File: src/rtl/rr_or_arbiter_pkg.sv
// Shared definitions for the round-robin OR-datapath arbiter:
// FSM state encoding, requester limit and a constant-friendly clog2.
package rr_or_arbiter_pkg;

  localparam int N_MAX = 8;

  typedef enum logic {
    IDLE  = 1'b0,
    GRANT = 1'b1
  } state_e;

  // Ceiling log2; clog2(1) = 0, clog2(9) = 4.
  function automatic int clog2(input int value);
    int result;
    int v;
    result = 0;
    v      = value - 1;
    while (v > 0) begin
      result = result + 1;
      v      = v >> 1;
    end
    return result;
  endfunction

endpackage

File: src/rtl/rr_priority_pick.sv
// Combinational circular priority encoder: finds the first set request
// scanning from i_ptr upward and wrapping modulo N.
module rr_priority_pick #(
  parameter int N   = 4,
  parameter int IDW = 2
) (
  input  logic [N-1:0]   i_req,
  input  logic [IDW-1:0] i_ptr,
  output logic           o_any,
  output logic [N-1:0]   o_pick,
  output logic [IDW-1:0] o_index
);

  logic [2*N-1:0] w_dbl;
  logic [N-1:0]   w_rot;
  logic [IDW:0]   w_sum;
  logic           w_found;

  // Rotate requests so bit k holds requester (ptr+k) mod N, then take the lowest set bit.
  always_comb begin
    o_any   = |i_req;
    o_index = '0;
    o_pick  = '0;
    w_found = 1'b0;
    w_sum   = '0;
    w_dbl   = {i_req, i_req} >> i_ptr;
    w_rot   = w_dbl[N-1:0];
    for (int k = 0; k < N; k++) begin
      w_sum = {1'b0, i_ptr} + (IDW+1)'(k);
      if (w_sum >= (IDW+1)'(N)) begin
        w_sum = w_sum - (IDW+1)'(N);
      end else begin
        w_sum = w_sum;
      end
      if (!w_found && w_rot[k]) begin
        w_found = 1'b1;
        o_index = w_sum[IDW-1:0];
      end else begin
        w_found = w_found;
      end
    end
    for (int j = 0; j < N; j++) begin
      o_pick[j] = w_found && (o_index == IDW'(j));
    end
  end

endmodule

File: src/rtl/rr_or_arbiter.sv
// Round-robin arbiter granting one requester at a time access to the shared
// OR datapath; a grant ends on done, request drop or the hold limit.
module rr_or_arbiter
  import rr_or_arbiter_pkg::*;
#(
  parameter int N        = 4,
  parameter int HOLD_MAX = 8,
  parameter int IDW      = 2
) (
  input  logic           clk,
  input  logic           rst_n,
  input  logic [N-1:0]   req,
  input  logic           done,
  output logic [N-1:0]   grant,
  output logic [IDW-1:0] grant_id,
  output logic           busy,
  output logic           timeout
);

  // HOLD_MAX = 0 still gets a 1-bit counter; it saturates instead of wrapping.
  localparam int              HCW_RAW   = clog2(HOLD_MAX + 1);
  localparam int              HCW       = (HCW_RAW < 1) ? 1 : HCW_RAW;
  localparam logic [HCW-1:0]  HOLD_LAST = (HOLD_MAX == 0) ? '0 : HCW'(HOLD_MAX - 1);
  localparam logic [IDW-1:0]  ID_LAST   = IDW'(N - 1);

  state_e         r_state, w_state_nxt;
  logic [IDW-1:0] r_ptr, w_ptr_nxt;
  logic [HCW-1:0] r_hold_cnt, w_hold_cnt_nxt;
  logic [N-1:0]   r_grant, w_grant_nxt;
  logic [IDW-1:0] r_grant_id, w_grant_id_nxt;
  logic           r_busy, w_busy_nxt;
  logic           r_timeout, w_timeout_nxt;

  logic           w_any;
  logic [N-1:0]   w_pick;
  logic [IDW-1:0] w_pick_id;
  logic           w_owner_req;
  logic           w_limit;
  logic           w_release;

  rr_priority_pick #(
    .N   (N),
    .IDW (IDW)
  ) u_pick (
    .i_req   (req),
    .i_ptr   (r_ptr),
    .o_any   (w_any),
    .o_pick  (w_pick),
    .o_index (w_pick_id)
  );

  assign w_owner_req = |(req & r_grant);
  assign w_limit     = (HOLD_MAX != 0) && (r_hold_cnt == HOLD_LAST);
  assign w_release   = (r_state == GRANT) && (done || !w_owner_req || w_limit);

  // FSM state register.
  always_ff @(posedge clk) begin
    if (!rst_n) begin
      r_state <= IDLE;
    end else begin
      r_state <= w_state_nxt;
    end
  end

  // FSM next-state logic.
  always_comb begin
    w_state_nxt = r_state;
    case (r_state)
      IDLE: begin
        if (w_any) w_state_nxt = GRANT;
        else       w_state_nxt = IDLE;
      end
      GRANT: begin
        if (w_release) w_state_nxt = IDLE;
        else           w_state_nxt = GRANT;
      end
      default: w_state_nxt = IDLE;
    endcase
  end

  // Next values for grant outputs, pointer and hold counter.
  always_comb begin
    w_grant_nxt    = '0;
    w_grant_id_nxt = '0;
    w_busy_nxt     = 1'b0;
    w_timeout_nxt  = 1'b0;
    w_ptr_nxt      = r_ptr;
    w_hold_cnt_nxt = '0;
    case (r_state)
      IDLE: begin
        if (w_any) begin
          w_grant_nxt    = w_pick;
          w_grant_id_nxt = w_pick_id;
          w_busy_nxt     = 1'b1;
        end else begin
          w_grant_nxt    = '0;
        end
      end
      GRANT: begin
        if (w_release) begin
          w_ptr_nxt     = (r_grant_id == ID_LAST) ? '0 : r_grant_id + 1'b1;
          // Normal completion (done or request drop) masks the limit pulse.
          w_timeout_nxt = w_limit && !done && w_owner_req;
        end else begin
          w_grant_nxt    = r_grant;
          w_grant_id_nxt = r_grant_id;
          w_busy_nxt     = 1'b1;
          w_hold_cnt_nxt = (r_hold_cnt == '1) ? r_hold_cnt : r_hold_cnt + 1'b1;
        end
      end
      default: begin
        w_ptr_nxt = '0;
      end
    endcase
  end

  // Output, pointer and counter registers with synchronous reset.
  always_ff @(posedge clk) begin
    if (!rst_n) begin
      r_grant    <= '0;
      r_grant_id <= '0;
      r_busy     <= 1'b0;
      r_timeout  <= 1'b0;
      r_ptr      <= '0;
      r_hold_cnt <= '0;
    end else begin
      r_grant    <= w_grant_nxt;
      r_grant_id <= w_grant_id_nxt;
      r_busy     <= w_busy_nxt;
      r_timeout  <= w_timeout_nxt;
      r_ptr      <= w_ptr_nxt;
      r_hold_cnt <= w_hold_cnt_nxt;
    end
  end

  assign grant    = r_grant;
  assign grant_id = r_grant_id;
  assign busy     = r_busy;
  assign timeout  = r_timeout;

endmodule

File: config.mk
export PLATFORM = sky130hd
export DESIGN_NAME = rr_or_arbiter
export DESIGN_NICKNAME = d
export VERILOG_FILES = /design/src/rtl/rr_or_arbiter_pkg.sv /design/src/rtl/rr_priority_pick.sv /design/src/rtl/rr_or_arbiter.sv
export SDC_FILE = /design/constraint.sdc
export NUM_CORES = 1
export LEC_CHECK = 0
export BUFFER_PORTS_ARGS = -buffer_cell sky130_fd_sc_hd__buf_2
export CORE_UTILIZATION = 35
export DETAILED_ROUTE_END_ITERATION = 10
export PLACE_DENSITY = 0.62
export REMOVE_ABC_BUFFERS = 1
export SETUP_SLACK_MARGIN = 0.1
export SLEW_MARGIN = 20
export SYNTH_ARGS = -nofsm -noshare
export SYNTH_HDL_FRONTEND = slang
export SYNTH_HIERARCHICAL = 1
export SYNTH_SLANG_ARGS = --single-unit
File: constraint.sdc
create_clock -name clk -period 2.6 [get_ports clk]
set_input_delay 0.52 -clock clk [delete_from_list [all_inputs] [get_ports clk]]
set_output_delay 0.52 -clock clk [all_outputs]
set_load 0.02 [all_outputs]
==> results.md <==
* Status: finished clean
* Slew Limit Fails at 0
* Max-slew headroom at 66.57%
* Register-to-Register Path Depth at 5
* Chip Height at 48.39 um
* Number of nets in the final layout at ~110
* Type of origin of the critical path: flip-flop
* Buffer type at the clock tree root: sky130_fd_sc_hd__clkbuf_4
* Depth of the worst hold-timing path at 2
* Adder-cell share of the synthesized area at approximately 3.3%
* Post-route total power at 0.4665 mW
* M1 wire length at roughly 760 um
* Total length of routed met3 wires at 83 um
* Post-detailed-placement cell area at approximately 800 um^2
* End of the worst register-to-register path: r_ptr[0]
* Crit Path Category: flip-flop to flip-flop
* HPWL reported at the end of detailed placement at 1174 um
* Min Clock Period, post-route at between 1.5 and 2 ns
* Antenna Violating Nets Remaining at 0
* Post-CTS Setup Repair Bufs at 0
* Max clock buf depth at 2
* Endpoints failing setup at 0
* Ordered list of cells on the worst path: ha_1 -> nand2_1 -> o221a_1 -> or4_1 -> a21boi_1
* Num Clock Sinks at 14
* Clock transition at the registers of the reported paths at ~0.080 ns
* CTS H-Tree Depth at 1
* Clock buffers created by TritonCTS at 3
* Port Buffers at 14
* Number of fill cells in the layout at 217
* Top routing layer in use: met4
* Final wirelength at around 1600 um
* Critical Path Slowest Stage Cell: sky130_fd_sc_hd__or4_1
* Xor/xnor share of the synthesized area at under 10%
* Die X at 48.39 um
* Required @ worst endpoint at 2.82 ns
* Crit share post-route at about two thirds
* Hold-fix buffer count after cts at 0
* Vias per inst at around 5.4
* Largest net degree at the start of global routing at 14
* Largest fanout on the critical path at 5
* Area Overhead vs Synth at 14.29%
* Path category of the worst min-delay check: flip-flop to flip-flop
* Arrival time worst endpoint at ~1.9 ns
* Commonest cells after routing, fill and taps aside: sky130_fd_sc_hd__dfxtp_1 (14), sky130_fd_sc_hd__buf_2 (14), sky130_fd_sc_hd__nor2_1 (10), sky130_fd_sc_hd__a22o_1 (9), sky130_fd_sc_hd__a21oi_1 (7)
* Fraction of the mapped netlist area in compound gates at between 30% and 40%
* Combinational family with the most area after synthesis: compound AO/OA/AOI/OAI gates
* Average wire per standard cell at between 10 and 15 um
* Flip-flop and latch count after synthesis at 14
* Vias after detailed routing at around 680
* Proportion of synthesized chip area in sequential cells at a little under two fifths
* Detailed-router iteration count before antenna repair at 4
* Proportion of layout cells with a drive suffix above 1 at between 20% and 30%
* Flop-to-flop setup slack at 0.92 ns
* Synthesized area per cell at just under 9 um^2
* Power per Cell Area at about 540 mW/mm^2
* Achievable clock frequency at roughly 600 MHz
* Worst hold start: r_hold_cnt[0]
* Overall Global Routing Usage at 14.42%
* Antenna violations before repair at 0
* Wire length of the first global-routing pass at approximately 2700 um
* Dpl cells at 122
* Final Non-Filler Cells at 126
* # DRC at 0
* Site Rows at 16
* Number of design-rule violations left by the first detailed-router iteration at 17
* Mapped Area at roughly 750 um^2
* Final Hold Fails at 0
* Core outline area at 0.002002 mm^2
* Setup Skew at about 0.0025 ns
* Leakage at 0.3813 nW
* Final Wtd Congestion at 0.7926
* Die area at 0.002342 mm^2
* Length of routed met2 wiring at between 700 and 800 um
* Cell variety after synth at 31
* Post-cts gate resize count at 0
* Global route overflow at 0
* Clock latency on the worst-skew pair at between 0.2 and 0.3 ns
* Post-Synth Simple-Gate Area at between 10% and 20%
* CTS tree: yes
* Max rail drop VDD at between 0.15 and 0.2 mV
* Worst setup EP type: flip-flop
* Worst reg2reg startpoint: r_hold_cnt[0]
* Number of cells produced by synthesis at 85
* WHS Endpoint: r_hold_cnt[0]
* Slew @ Worst Pin at 0.4996 ns
* Critical Path Max Stage Delay at between 0.4 and 0.5 ns
* Via count of the first global-routing pass at between 600 and 700
* Number of maximum-capacitance violations at 0
* Ant. Diodes at 0
* Final Util at 43.00%
* Count of yosys warnings during synthesis at 6
* Mux contribution to synthesized area at under 10%
* # IOs at 15
* Total negative setup slack at 0 ns
* RSZ-0062 raised after global routing: no
* Area of all placed cells without fillers at roughly 860 um^2
* Initial cell density of the core at between 30% and 40%
==> through the flow <==
step           hold slack (ns)  worst slack [ns]
6_report                0.5116            0.9157
5_1_grt                 0.5361            0.8201
4_1_cts                 0.5137            0.9235
3_5_place_dp            0.5004            0.7507
3_3_place_gp            0.5001            0.7930
2_1_floorplan           0.4714             1.027
==> cell usage after synthesis <==
cell / number / area share (%)
sky130_fd_sc_hd__nand2_1: 6 / 3.0
sky130_fd_sc_hd__ha_1: 2 / 3.3
sky130_fd_sc_hd__and2b_2: 1 / 1.2
sky130_fd_sc_hd__nor2_1: 10 / 5.0
sky130_fd_sc_hd__o221a_2: 2 / 3.0
sky130_fd_sc_hd__nand4_1: 2 / 1.7
sky130_fd_sc_hd__a21boi_1: 1 / 1.0
sky130_fd_sc_hd__o221a_1: 1 / 1.5
sky130_fd_sc_hd__and2_1: 1 / 0.83
sky130_fd_sc_hd__clkbuf_2: 1 / 0.66
sky130_fd_sc_hd__o21a_1: 1 / 1.0
sky130_fd_sc_hd__inv_1: 5 / 2.5
sky130_fd_sc_hd__a311oi_1: 1 / 1.2
sky130_fd_sc_hd__a21boi_0: 1 / 1.0
sky130_fd_sc_hd__buf_2: 1 / 0.66
sky130_fd_sc_hd__mux2i_1: 2 / 2.7
sky130_fd_sc_hd__o2bb2a_1: 1 / 1.3
sky130_fd_sc_hd__o2bb2ai_1: 1 / 1.2
sky130_fd_sc_hd__o21bai_1: 1 / 1.0
sky130_fd_sc_hd__or4_1: 1 / 1.0
sky130_fd_sc_hd__o21ai_0: 4 / 2.7
sky130_fd_sc_hd__buf_6: 2 / 3.0
sky130_fd_sc_hd__a22o_1: 9 / 10
sky130_fd_sc_hd__dfxtp_1: 14 / 37
sky130_fd_sc_hd__nand4b_1: 1 / 1.2
sky130_fd_sc_hd__o2111ai_2: 1 / 2.0
sky130_fd_sc_hd__nor3_1: 1 / 0.66
sky130_fd_sc_hd__nand2b_1: 2 / 1.7
sky130_fd_sc_hd__o22ai_1: 1 / 0.83
sky130_fd_sc_hd__a21oi_1: 7 / 4.7
sky130_fd_sc_hd__xor2_1: 1 / 1.2
==> worst max-delay path by stage <==
stage	from	end	slack, ns	depth (start not counted)
finish	r_hold_cnt[0]	r_ptr[0]	0.92	5
global route	r_hold_cnt[0]	r_ptr[0]	0.82	5
CTS	r_hold_cnt[0]	r_ptr[0]	0.92	5
detailed placement	req[0]	grant[1]	0.75	5
global placement	req[0]	grant_id[1]	0.79	5
floorplan	req[0]	r_ptr[0]	1.03	4
==> where the power goes <==
| group | switching [mW] | total, mW | internal [mW] |
|---|---|---|---|
| clock network | 0.0728 | 0.158 | 0.0853 |
| registers | 0.0127 | 0.236 | 0.224 |
| logic | 0.0402 | 0.0721 | 0.0319 |
==> worst max-delay path, delay by kind of cell, from the launching register on <==
family,cells,cell delay (ns)
AND/OR/NAND/NOR,2,0.57
AO/OA/AOI/OAI,2,0.43
flip-flops,1,0.38
adder cells (fa/ha/maj),1,0.25
==> area by class of cell <==
cell class | instances | area (um^2) | share of cell area, %
well taps | 27 | 33.78 | 3.924
clock buffers | 4 | 36.28 | 4.215
flip-flops and latches | 14 | 280.3 | 32.56
multi-input cells | 62 | 421.7 | 48.98
inverters | 5 | 18.77 | 2.180
repair buffers | 14 | 70.07 | 8.140
==> kinds of logic (layout without fill, tap and decap cells) <==
kind of cell	count (synthesis)	in the layout
xor gates and xnor gates	1	1
muxes	2	2
buffers and inverters	9	23
DFF	14	14
and+or+nand+nor	25	25
AOI/OAI and AO/OA	32	32
adders and majority gates	2	2
==> flip-flops by register name (all words and copies together) (netlist names) <==
signal	cells
r_hold_cnt	4
timeout	1
grant	4
grant_id	2
busy	1
r_ptr	2
==> routing by layer <==
metal,vias up,track usage [%]
li1,345,-
met2,22,23.24
met5,-,0
met3,5,1.572
met1,311,18.45
met4,0,8.824
(Power assumes the default switching activity.)
